### src/rtl/road_scroll_drawer_pkg.sv
// Shared constants and types for the road scroll drawer and its sibling
// movers that also feed the 160x120 3-bit-colour VGA adapter.
package road_pkg;

  localparam int SCREEN_W = 160;
  localparam int SCREEN_H = 120;
  localparam int COLOUR_W = 3;

  // Adapter coordinate widths: 0..159 fits in 8 bits, 0..119 in 7 bits.
  localparam int X_W = 8;
  localparam int Y_W = 7;

  typedef enum logic [1:0] {
    IDLE,
    DRAW,
    ADVANCE
  } state_e;

endpackage

### src/rtl/road_scroll_drawer_if.sv
// Pixel stream toward the VGA adapter, plus the redraw-in-progress flag.
interface road_scroll_drawer_if;
  import road_pkg::*;

  logic [X_W-1:0]      x;
  logic [Y_W-1:0]      y;
  logic [COLOUR_W-1:0] colour;
  logic                plot;
  logic                busy;

  modport master (output x, y, colour, plot, busy);
  modport slave  (input  x, y, colour, plot, busy);

endinterface

### src/rtl/road_scroll_drawer_tick_gen.sv
// Free-running frame tick: one-cycle pulse every TICK_DIV clocks, the first
// one TICK_DIV clocks after reset release.
module tick_gen #(
  parameter int TICK_DIV = 833333
) (
  input  logic clock,
  input  logic resetn,
  output logic tick
);

  localparam int CNT_W = $clog2(TICK_DIV);
  localparam logic [CNT_W-1:0] RELOAD = CNT_W'(TICK_DIV - 1);

  logic [CNT_W-1:0] cnt_q, cnt_d;
  logic             tick_q, tick_d;

  // Down-count and reload; the pulse is raised on the reload cycle.
  always_comb begin
    // NOTE: every output of a combinational block gets a default first, so no
    // path through the if/else can leave a value held and infer a latch.
    cnt_d  = cnt_q - 1'b1;
    tick_d = 1'b0;
    if (cnt_q == '0) begin
      cnt_d  = RELOAD;
      tick_d = 1'b1;
    end
  end

  // Counter and registered pulse.
  always_ff @(posedge clock or negedge resetn) begin
    // NOTE: clocked state uses non-blocking assignments so every register
    // samples the pre-edge values, independent of statement order.
    if (!resetn) begin
      cnt_q  <= RELOAD;
      tick_q <= 1'b0;
    end else begin
      cnt_q  <= cnt_d;
      tick_q <= tick_d;
    end
  end

  assign tick = tick_q;

endmodule

### src/rtl/road_scroll_drawer.sv
// Redraws the dashed lane-marker columns once per frame tick, one pixel per
// clock, then advances the scroll offset so the dashes move down the screen.
module road_scroll_drawer
  import road_pkg::*;
#(
  parameter int                  TICK_DIV    = 833333,
  parameter int                  MARK_X0     = 53,
  parameter int                  MARK_X1     = 106,
  parameter int                  MARK_W      = 2,
  parameter int                  DASH_PERIOD = 16,
  parameter int                  DASH_LEN    = 8,
  parameter logic [COLOUR_W-1:0] DASH_COLOUR = 3'b111,
  parameter logic [COLOUR_W-1:0] ROAD_COLOUR = 3'b000
) (
  input  logic                       clock,
  input  logic                       resetn,
  input  logic                       enable,
  input  logic [1:0]                 speed,
  road_scroll_drawer_if.master       pix
);

  localparam int OFS_W = $clog2(DASH_PERIOD);
  localparam int COL_W = 2;

  typedef logic [OFS_W-1:0] ofs_t;

  localparam ofs_t             PHASE_LAST = ofs_t'(DASH_PERIOD - 1);
  localparam ofs_t             DASH_LEN_T = ofs_t'(DASH_LEN);
  localparam logic [OFS_W:0]   PERIOD_EXT = (OFS_W + 1)'(DASH_PERIOD);
  localparam logic [COL_W-1:0] COL_LAST   = COL_W'(MARK_W - 1);
  localparam logic [Y_W-1:0]   ROW_LAST   = Y_W'(SCREEN_H - 1);

  state_e              state_q;
  ofs_t                offset_q;
  logic                pending_q;
  logic [Y_W-1:0]      row_q;
  logic                line_q;
  logic [COL_W-1:0]    col_q;
  ofs_t                phase_q;
  logic [X_W-1:0]      x_q;
  logic [Y_W-1:0]      y_q;
  logic [COLOUR_W-1:0] colour_q;
  logic                plot_q;
  logic                busy_q;

  logic                tick;
  logic                tick_en;
  logic                frame_req;
  logic                last_pixel;
  logic [Y_W-1:0]      nxt_row;
  logic                nxt_line;
  logic [COL_W-1:0]    nxt_col;
  ofs_t                nxt_phase;
  ofs_t                start_phase;
  ofs_t                offset_adv;
  logic [OFS_W:0]      ofs_sum;

  tick_gen #(.TICK_DIV(TICK_DIV)) u_tick_gen (
    .clock  (clock),
    .resetn (resetn),
    .tick   (tick)
  );

  assign tick_en    = tick & enable;
  assign frame_req  = tick_en | pending_q;
  assign last_pixel = (row_q == ROW_LAST) && line_q && (col_q == COL_LAST);

  function automatic logic [X_W-1:0] pixel_x(input logic line, input logic [COL_W-1:0] col);
    return (line ? X_W'(MARK_X1) : X_W'(MARK_X0)) + X_W'(col);
  endfunction

  function automatic logic [COLOUR_W-1:0] pixel_colour(input ofs_t phase);
    return (phase < DASH_LEN_T) ? DASH_COLOUR : ROAD_COLOUR;
  endfunction

  // Scan position of the pixel after the current one: col, then line, then
  // row; phase wraps with the row so no modulo is needed.
  always_comb begin
    nxt_col   = col_q + 1'b1;
    nxt_line  = line_q;
    nxt_row   = row_q;
    nxt_phase = phase_q;
    if (col_q == COL_LAST) begin
      nxt_col = '0;
      if (line_q) begin
        nxt_line  = 1'b0;
        nxt_row   = row_q + 1'b1;
        nxt_phase = (phase_q == PHASE_LAST) ? '0 : phase_q + 1'b1;
      end else begin
        nxt_line = 1'b1;
      end
    end
  end

  // Offset arithmetic: start phase for row 0 and the wrapped post-frame offset.
  always_comb begin
    ofs_sum    = {1'b0, offset_q} + {{(OFS_W - 1){1'b0}}, speed};
    offset_adv = ofs_t'(ofs_sum);
    if (ofs_sum >= PERIOD_EXT) begin
      offset_adv = ofs_t'(ofs_sum - PERIOD_EXT);
    end
    start_phase = '0;
    if (offset_q != '0) begin
      start_phase = ofs_t'(PERIOD_EXT - {1'b0, offset_q});
    end
  end

  // Frame FSM with registered pixel outputs; reset aborts any frame in flight.
  always_ff @(posedge clock or negedge resetn) begin
    if (!resetn) begin
      state_q   <= IDLE;
      offset_q  <= '0;
      pending_q <= 1'b0;
      row_q     <= '0;
      line_q    <= 1'b0;
      col_q     <= '0;
      phase_q   <= '0;
      x_q       <= '0;
      y_q       <= '0;
      colour_q  <= '0;
      plot_q    <= 1'b0;
      busy_q    <= 1'b0;
    end else begin
      case (state_q)
        IDLE: begin
          if (frame_req) begin
            state_q   <= DRAW;
            pending_q <= 1'b0;
            row_q     <= '0;
            line_q    <= 1'b0;
            col_q     <= '0;
            phase_q   <= start_phase;
            x_q       <= pixel_x(1'b0, '0);
            y_q       <= '0;
            colour_q  <= pixel_colour(start_phase);
            plot_q    <= 1'b1;
            busy_q    <= 1'b1;
          end
        end
        DRAW: begin
          if (tick_en) pending_q <= 1'b1;
          if (last_pixel) begin
            state_q <= ADVANCE;
            plot_q  <= 1'b0;
          end else begin
            row_q    <= nxt_row;
            line_q   <= nxt_line;
            col_q    <= nxt_col;
            phase_q  <= nxt_phase;
            x_q      <= pixel_x(nxt_line, nxt_col);
            y_q      <= nxt_row;
            colour_q <= pixel_colour(nxt_phase);
          end
        end
        ADVANCE: begin
          if (tick_en) pending_q <= 1'b1;
          offset_q <= offset_adv;
          state_q  <= IDLE;
          busy_q   <= 1'b0;
        end
        default: begin
          state_q <= IDLE;
          plot_q  <= 1'b0;
          busy_q  <= 1'b0;
        end
      endcase
    end
  end

  assign pix.x      = x_q;
  assign pix.y      = y_q;
  assign pix.colour = colour_q;
  assign pix.plot   = plot_q;
  assign pix.busy   = busy_q;

endmodule

### src/flat_wrapper.sv
// flat-port wrapper written by rule: the top's interface ports become plain ports
module road_scroll_drawer_flat import road_pkg::*;
#(
  parameter int                  TICK_DIV    = 833333,
  parameter int                  MARK_X0     = 53,
  parameter int                  MARK_X1     = 106,
  parameter int                  MARK_W      = 2,
  parameter int                  DASH_PERIOD = 16,
  parameter int                  DASH_LEN    = 8,
  parameter logic [COLOUR_W-1:0] DASH_COLOUR = 3'b111,
  parameter logic [COLOUR_W-1:0] ROAD_COLOUR = 3'b000
)
  (clock, resetn, enable, speed, pix_x, pix_y, pix_colour, pix_plot, pix_busy);
  road_scroll_drawer_if pix_i ();
  input  logic clock;
  input  logic resetn;
  input  logic enable;
  input  logic [1:0] speed;
  output wire logic [$bits(pix_i.x)-1:0] pix_x;
  output wire logic [$bits(pix_i.y)-1:0] pix_y;
  output wire logic [$bits(pix_i.colour)-1:0] pix_colour;
  output wire logic [$bits(pix_i.plot)-1:0] pix_plot;
  output wire logic [$bits(pix_i.busy)-1:0] pix_busy;
  assign pix_x = pix_i.x;
  assign pix_y = pix_i.y;
  assign pix_colour = pix_i.colour;
  assign pix_plot = pix_i.plot;
  assign pix_busy = pix_i.busy;
  road_scroll_drawer #(.TICK_DIV(TICK_DIV), .MARK_X0(MARK_X0), .MARK_X1(MARK_X1), .MARK_W(MARK_W), .DASH_PERIOD(DASH_PERIOD), .DASH_LEN(DASH_LEN), .DASH_COLOUR(DASH_COLOUR), .ROAD_COLOUR(ROAD_COLOUR)) u_core (.clock(clock), .resetn(resetn), .enable(enable), .speed(speed), .pix(pix_i));
endmodule
### config.mk
export PLATFORM = sky130hd
export DESIGN_NAME = road_scroll_drawer_flat
export DESIGN_NICKNAME = d
export VERILOG_FILES = /design/src/rtl/road_scroll_drawer_pkg.sv /design/src/rtl/road_scroll_drawer_if.sv /design/src/rtl/road_scroll_drawer_tick_gen.sv /design/src/rtl/road_scroll_drawer.sv /design/src/flat_wrapper.sv
export SDC_FILE = /design/constraint.sdc
export NUM_CORES = 1
export LEC_CHECK = 0
export BUFFER_PORTS_ARGS = -buffer_cell sky130_fd_sc_hd__buf_2
export CAP_MARGIN = 30
export CORE_ASPECT_RATIO = 1.25
export CORE_MARGIN = 4
export CORE_UTILIZATION = 32
export CTS_BUF_LIST = sky130_fd_sc_hd__clkbuf_8
export CTS_CLUSTER_SIZE = 25
export DETAILED_ROUTE_END_ITERATION = 10
export PLACE_DENSITY_LB_ADDON = 0.1
export SETUP_SLACK_MARGIN = 0.5
export SYNTH_ARGS = -nofsm -noshare
export SYNTH_HDL_FRONTEND = slang
export SYNTH_SLANG_ARGS = --single-unit
### constraint.sdc
create_clock -name clock -period 2.71 [get_ports clock]
set_clock_uncertainty 0.15 [all_clocks]
set_input_delay 0.1355 -clock clock [delete_from_list [all_inputs] [get_ports clock]]
set_output_delay 0.1355 -clock clock [all_outputs]
set_load 0.05 [all_outputs]
==> metrics.csv, run 1 <==
metric,value,unit
outcome,"complete, no violations",
rows,38,
gr-total-overflow,0,
nets,328,
slew_headroom,54.76,%
clk_latency,310,ps
synth-warning-count,0,
antennaDiodeCount,0,
slowest_stage,dfrtp_2,
post-synth-top-area-fraction,35.20,%
yosys-top-cells-count,"40 x dfrtp_1, 31 x nand2_1, 20 x nor2_1",
cts_buffers,5,
startpoint_type,flip-flop,
synth.distinct_cells,59,
synth_edf_count,0,
grt_first_pass_wirelength,10.45,mm
die_w,92.32,um
dp_slack,421.0,ps
dpl.hpwl,4.476,mm
synthFlopType,dfrtp_1,
fin_ws,554.9,ps
power.leakage,1.416,nW
total_power,0.002483,W
tritoncts,yes,
synth_top_area_cell,dfrtp_1,
ys_top_cells_by_area,"dfrtp_1 35%, dfstp_2 10%, ha_1 4.8%, nand2_1 4.1%, xor2_1 2.8%",
path_buf_inv,1,
fin_setup_tns,0,ps
wire_per_inst,14.37,um
hold_path_class,primary input to flip-flop,
grt_pass1_vias,2130,
yosys_register_bits,51,
vias,2081,
endpoint_kind,flip-flop,
dieHeight,113.4,um
yosysSeqAreaShare,45.36,%
async_flop_share,100.0,%
antenna_found_initial,0,
dr.pass1.iters,4,
fin_crit,2155,ps
drc,0,
antenna_left,0,
path_max_fanout,5,
synth_fp_nets,302,
critPathKind,flip-flop to flip-flop,
synth_most_common_cell,dfrtp_1,
finalHoldViolCount,0,
dieArea,10470,um^2
cap_violations,0,
final_max_slew_viol_count,0,
grt_start_max_net_pins,52,
setup_viol,0,
cts_sinks,51,
final_layout_size_suffix_gt1_share,23.08,%
ios,25,
gp_congestion,0.7473,
fmax,0.4640,GHz
clockBufferDepth,2,
start_util,32.69,%
synth_area,2844,um^2
drt-initial-drc-count,51,
crit_arrival,2210,ps
period_share,79.52,%
tightest_slew,678.7,ps
routed_via_density,4.817,
max-vdd-ir-drop,0.2164,mV
power_density,770.9,nW/um^2
rsz0062_at_grt,true,
clockRootBuffer,clkbuf_8,
path_cells,"ha_1, nand4_1, buf_4, o21a_1, o21ai_2, mux2_2",
clk_pin_slew_worst_paths,100,ps
worstPathRequired,2760,ps
grt_usage,12.32,%
drt_wl_total,6.209,mm
synth.avg_cell_area,9.979,um^2
max_stage_delay,410,ps
postSynthCellCount,285,
htree_levels,2,
coreArea,8701,um^2
io_buffers,23,
area_growth,13.24,%
cp_top_family,flip-flops,
## report_power, final
part | internal, W | switching, W | leakage (nW) | total (W)
logic | 0.000358 | 0.000696 | 0.743 | 0.00105
clock network | 0.000183 | 0.000266 | 0.0483 | 0.000448
registers | 0.000873 | 0.000107 | 0.625 | 0.000980
total | 0.00141 | 0.00107 | 1.42 | 0.00248
## per-layer routing
| metal | track usage (%) | vias up | share of wire [%] |
|---|---|---|---|
| met4 | 2.874 | 0 | 0.93 |
| met2 | 22.60 | 27 | 52 |
| met1 | 14.75 | 992 | 45 |
| met3 | 2.441 | 7 | 2.5 |
| li1 | - | 1055 | - |
| met5 | 0 | - | 0 |
## area by class of cell
cell class	instances	area (um^2)
Tap cell	120	150.1
Clock buffer	5	68.82
Timing Repair Buffer	32	185.2
Multi-Input combinational cell	203	1438
Fill cell	901	5480
Clock inverter	3	18.77
Sequential cell	51	1292
Inverter	18	67.56
## metrics by stage
step / hold slack, ps / util, % / instances / cell area [um^2]
4_1_cts: 2.019 / 36.58 / 430 / 3183
5_1_grt: 32.11 / 37.01 / 432 / 3221
6_report: 10.64 / 37.01 / 432 / 3221
3_3_place_gp: 159.9 / 35.43 / 421 / 3083
3_5_place_dp: 158.2 / 35.43 / 421 / 3083
2_1_floorplan: -310.1 / - / 285 / 2846
## registers in the layout, summed over array words and instances, names as in the netlist
name,cells
u_core.col_q,2
u_core.pending_q,1
u_core.pix.plot,1
u_core.state_q,2
u_core.pix.x,7
u_core.u_tick_gen.cnt_q,20
u_core.pix.colour,1
u_core.u_tick_gen.tick,1
u_core.offset_q,4
u_core.phase_q,4
u_core.row_q,7
u_core.pix.busy,1
## worst register-to-register path, cell delays in order, from the launching register on
cell and delay (ps):
dfrtp_2 410, ha_1 230, nand4_1 270, buf_4 250, o21a_1 220, o21ai_2 180
mux2_2 350
## kinds of logic (layout without fill, tap and decap cells)
kind of cell             count (synthesis)  in the layout  synth area share [%]
AO/OA/AOI/OAI                           53             53                 13.11
buffers and inverters                   31             58                 4.971
other                                    1              1                0.1319
AND/OR/NAND/NOR                        107            107                 20.81
adder cells (fa/ha/maj)                 12             12                 5.543
XOR/XNOR                                17             17                 5.236
flip-flops                              51             51                 45.36
multiplexers                            13             13                 4.839
## placed cells by master (no fill, tap or decap), drive strengths merged, types with 4 or more instances in the layout
master / synthesis / routed
a211oi: 4 / 4
a21oi: 13 / 13
and3: 5 / 5
buf: 10 / 31
clkbuf: 3 / 5
dfrtp: 40 / 40
dfstp: 11 / 11
ha: 11 / 11
inv: 17 / 18
mux2: 6 / 6
mux2i: 7 / 7
nand2: 31 / 31
nand2b: 7 / 7
nand3: 8 / 8
nand4: 5 / 5
nor2: 20 / 20
nor2b: 4 / 4
nor3: 8 / 8
o21ai: 7 / 7
xnor2: 8 / 8
xor2: 9 / 9
## final timing paths
kind                                 startpoint                end  slack (ps)  depth (start not counted)
worst max-delay path            u_core.row_q[0]  u_core.phase_q[0]         550                          6
worst min-delay path                     enable   u_core.pending_q          10                          3
worst max register to register  u_core.row_q[0]  u_core.phase_q[0]         550                          6
worst min register to register  u_core.pix.x[5]    u_core.pix.x[5]         330                          1
max in group asynchronous                resetn    u_core.row_q[1]        1590                          3
min in group asynchronous                resetn    u_core.pix.x[2]         330                          3
## timing repair
| item | CTS | global route |
|---|---|---|
| endpoints found under the hold margin | 40 | 0 |
| endpoints found under the setup margin | 3 | 7 |
| hold buffers | 1 | 0 |
| pin swaps | 0 | 1 |
| gates resized for setup | 1 | 5 |
| setup buffers | 0 | 2 |
No activity file was read; power rests on OpenSTA's default activity.
==> run 2, diff against run 1 <==
==> constraint.sdc (replaced) <==
create_clock -name clock -period 2.07 [get_ports clock]
set_clock_uncertainty 0.15 [all_clocks]
set_input_delay 0.1035 -clock clock [delete_from_list [all_inputs] [get_ports clock]]
set_output_delay 0.1035 -clock clock [all_outputs]
set_load 0.05 [all_outputs]
==> run 2 against run 1 <==
Sequential cell count unchanged. First-iteration DRC count grew 80%. Via count rose by 14%. Largest cell class unchanged. Utilization up 12 points. Count of clock-buffer cells in the layout is the same.
==> metrics.csv, run 2 (same netlist as run 1, synthesis figures left out) <==
metric,value,unit
final_max_slew_viol_count,0,
use_met2,27.35,%
grtUsageMet3,3.034,%
max-vdd-ir-drop,0.3418,mV
design_area,4232,um^2
cts_sinks,51,
startpoint_type,flip-flop,
clk_latency,330,ps
reg2regPathDepth,7,
tritoncts,yes,
io_buffers,23,
n_fill_cell,826,
met1_usage,15.75,%
worstPathRequired,2130,ps
clockRootBuffer,clkbuf_8,
fin_ws,101.9,ps
clk_pin_slew_worst_paths,110,ps
dr.pass1.iters,6,
dieArea,10470,um^2
busiest_layer,met2,
power.leakage,1.815,nW
drc,0,
grt_start_max_net_pins,33,
fin_crit,1968,ps
grt_first_pass_wirelength,12.05,mm
finalHoldViolCount,0,
routed_via_density,4.822,
whs,117.8,ps
dp.cells,450,
die_w,92.32,um
antennaDiodeCount,0,
largest_reg_flops,20,
antenna_found_initial,0,
drt_wl_total,7.650,mm
start_util,32.69,%
dpl.hpwl,4.999,mm
total_power,0.004315,W
finalNonFillerCells,494,
vias,2382,
dp_slack,-186.1,ps
critPathKind,flip-flop to flip-flop,
drt-initial-drc-count,92,
period_share,95.08,%
slew_headroom,65.03,%
endpoint_kind,flip-flop,
tightest_slew,524.5,ps
coreArea,8701,um^2
htree_levels,2,
placed_area,3417,um^2
outcome,"complete, no violations",
setup_viol,0,
wire_per_inst,15.49,um
hold_path_class,primary input to asynchronous set/reset pin,
grt_usage,14.56,%
final_layout_size_suffix_gt1_share,51.87,%
dieHeight,113.4,um
mostFrequentLayoutCell,buf_4,
rows,38,
ios,25,
cts_buffers,5,
final_cell_mix,"46 x buf_4, 33 x dfrtp_1, 23 x buf_2, 21 x nand2_1, 15 x buf_6",
gp_congestion,0.7740,
clockBufferDepth,2,
cap_violations,0,
nets,390,
grt_pass1_vias,2471,
gr-total-overflow,0,
path_max_fanout,4,
fmax,0.5081,GHz
crit_arrival,2020,ps
area_growth,48.79,%
rsz0062_at_grt,true,
largest_register,u_core.u_tick_gen.cnt_q,
power_density,1020,nW/um^2
antenna_left,0,
==> run 2: cell types whose count changed in the layout (fill, tap and decap cells not counted), sizes merged <==
cell	previous run	this run
a211oi	4	5
clkinv	3	2
inv	18	19
dlygate4sd3	1	3
buf	31	89
bufinv	0	1
==> run 2: path summary, 6_finish.rpt <==
check                                             endpoint               from  slack (ps)
min in group clock                      u_core.offset_q[1]           speed[1]         120
worst max register to register           u_core.phase_q[0]  u_core.state_q[0]         100
worst min-delay path                       u_core.pix.x[1]             resetn         120
max in group asynchronous       u_core.u_tick_gen.cnt_q[9]             resetn        1000
worst min register to register             u_core.pix.x[5]    u_core.pix.x[5]         340
worst max-delay path                     u_core.phase_q[0]  u_core.state_q[0]         100
==> run 2: layer usage <==
metal | routed length [um] | vias up
met2 | 4251 | 24
met3 | 214 | 7
met4 | 102 | 0
li1 | - | 1183
met5 | 0 | -
met1 | 3081 | 1168
==> run 2: stage by stage <==
step	utilization [%]	TNS [ps]
6_report	48.63	0
5_1_grt	48.63	0
4_1_cts	45.43	0
3_5_place_dp	39.27	-899.9
3_3_place_gp	39.27	-642.5
2_1_floorplan	-	0
==> run 2: area by class of cell <==
cell class / count / area, um^2 / area share [%]
flip-flops and latches: 51 / 1299 / 30.69
repair buffers: 92 / 754.5 / 17.83
repair inverters: 1 / 8.758 / 0.2070
well taps: 120 / 150.1 / 3.548
clock buffers: 5 / 68.82 / 1.626
inverters: 18 / 77.57 / 1.833
clock inverters: 3 / 37.54 / 0.8870
multi-input cells: 204 / 1836 / 43.38
==> run 2: critical path: stages, from the launching register on <==
cell and delay, ps:
dfrtp_1 440, ha_4 200, buf_6 110, and4b_2 230, buf_6 130, o21a_4 130
o21ai_4 150, mux2_4 310
==> run 2: timing repair <==
| item | CTS | global route |
|---|---|---|
| setup buffers | 17 | 13 |
| hold endpoints to repair | 21 | 0 |
| gates resized for setup | 51 | 46 |
| pin swaps | 15 | 11 |
| hold buffers | 3 | 0 |
| endpoints found under the setup margin | 46 | 47 |
| gates cloned | 2 | 1 |
==> run 2: power by group <==
part | internal (W) | switching (W) | leakage [nW] | total, W
Sequential | 0.00114 | 0.000119 | 0.617 | 0.00126
Clock | 0.000353 | 0.000352 | 0.0607 | 0.000705
Combinational | 0.00103 | 0.00132 | 1.14 | 0.00235
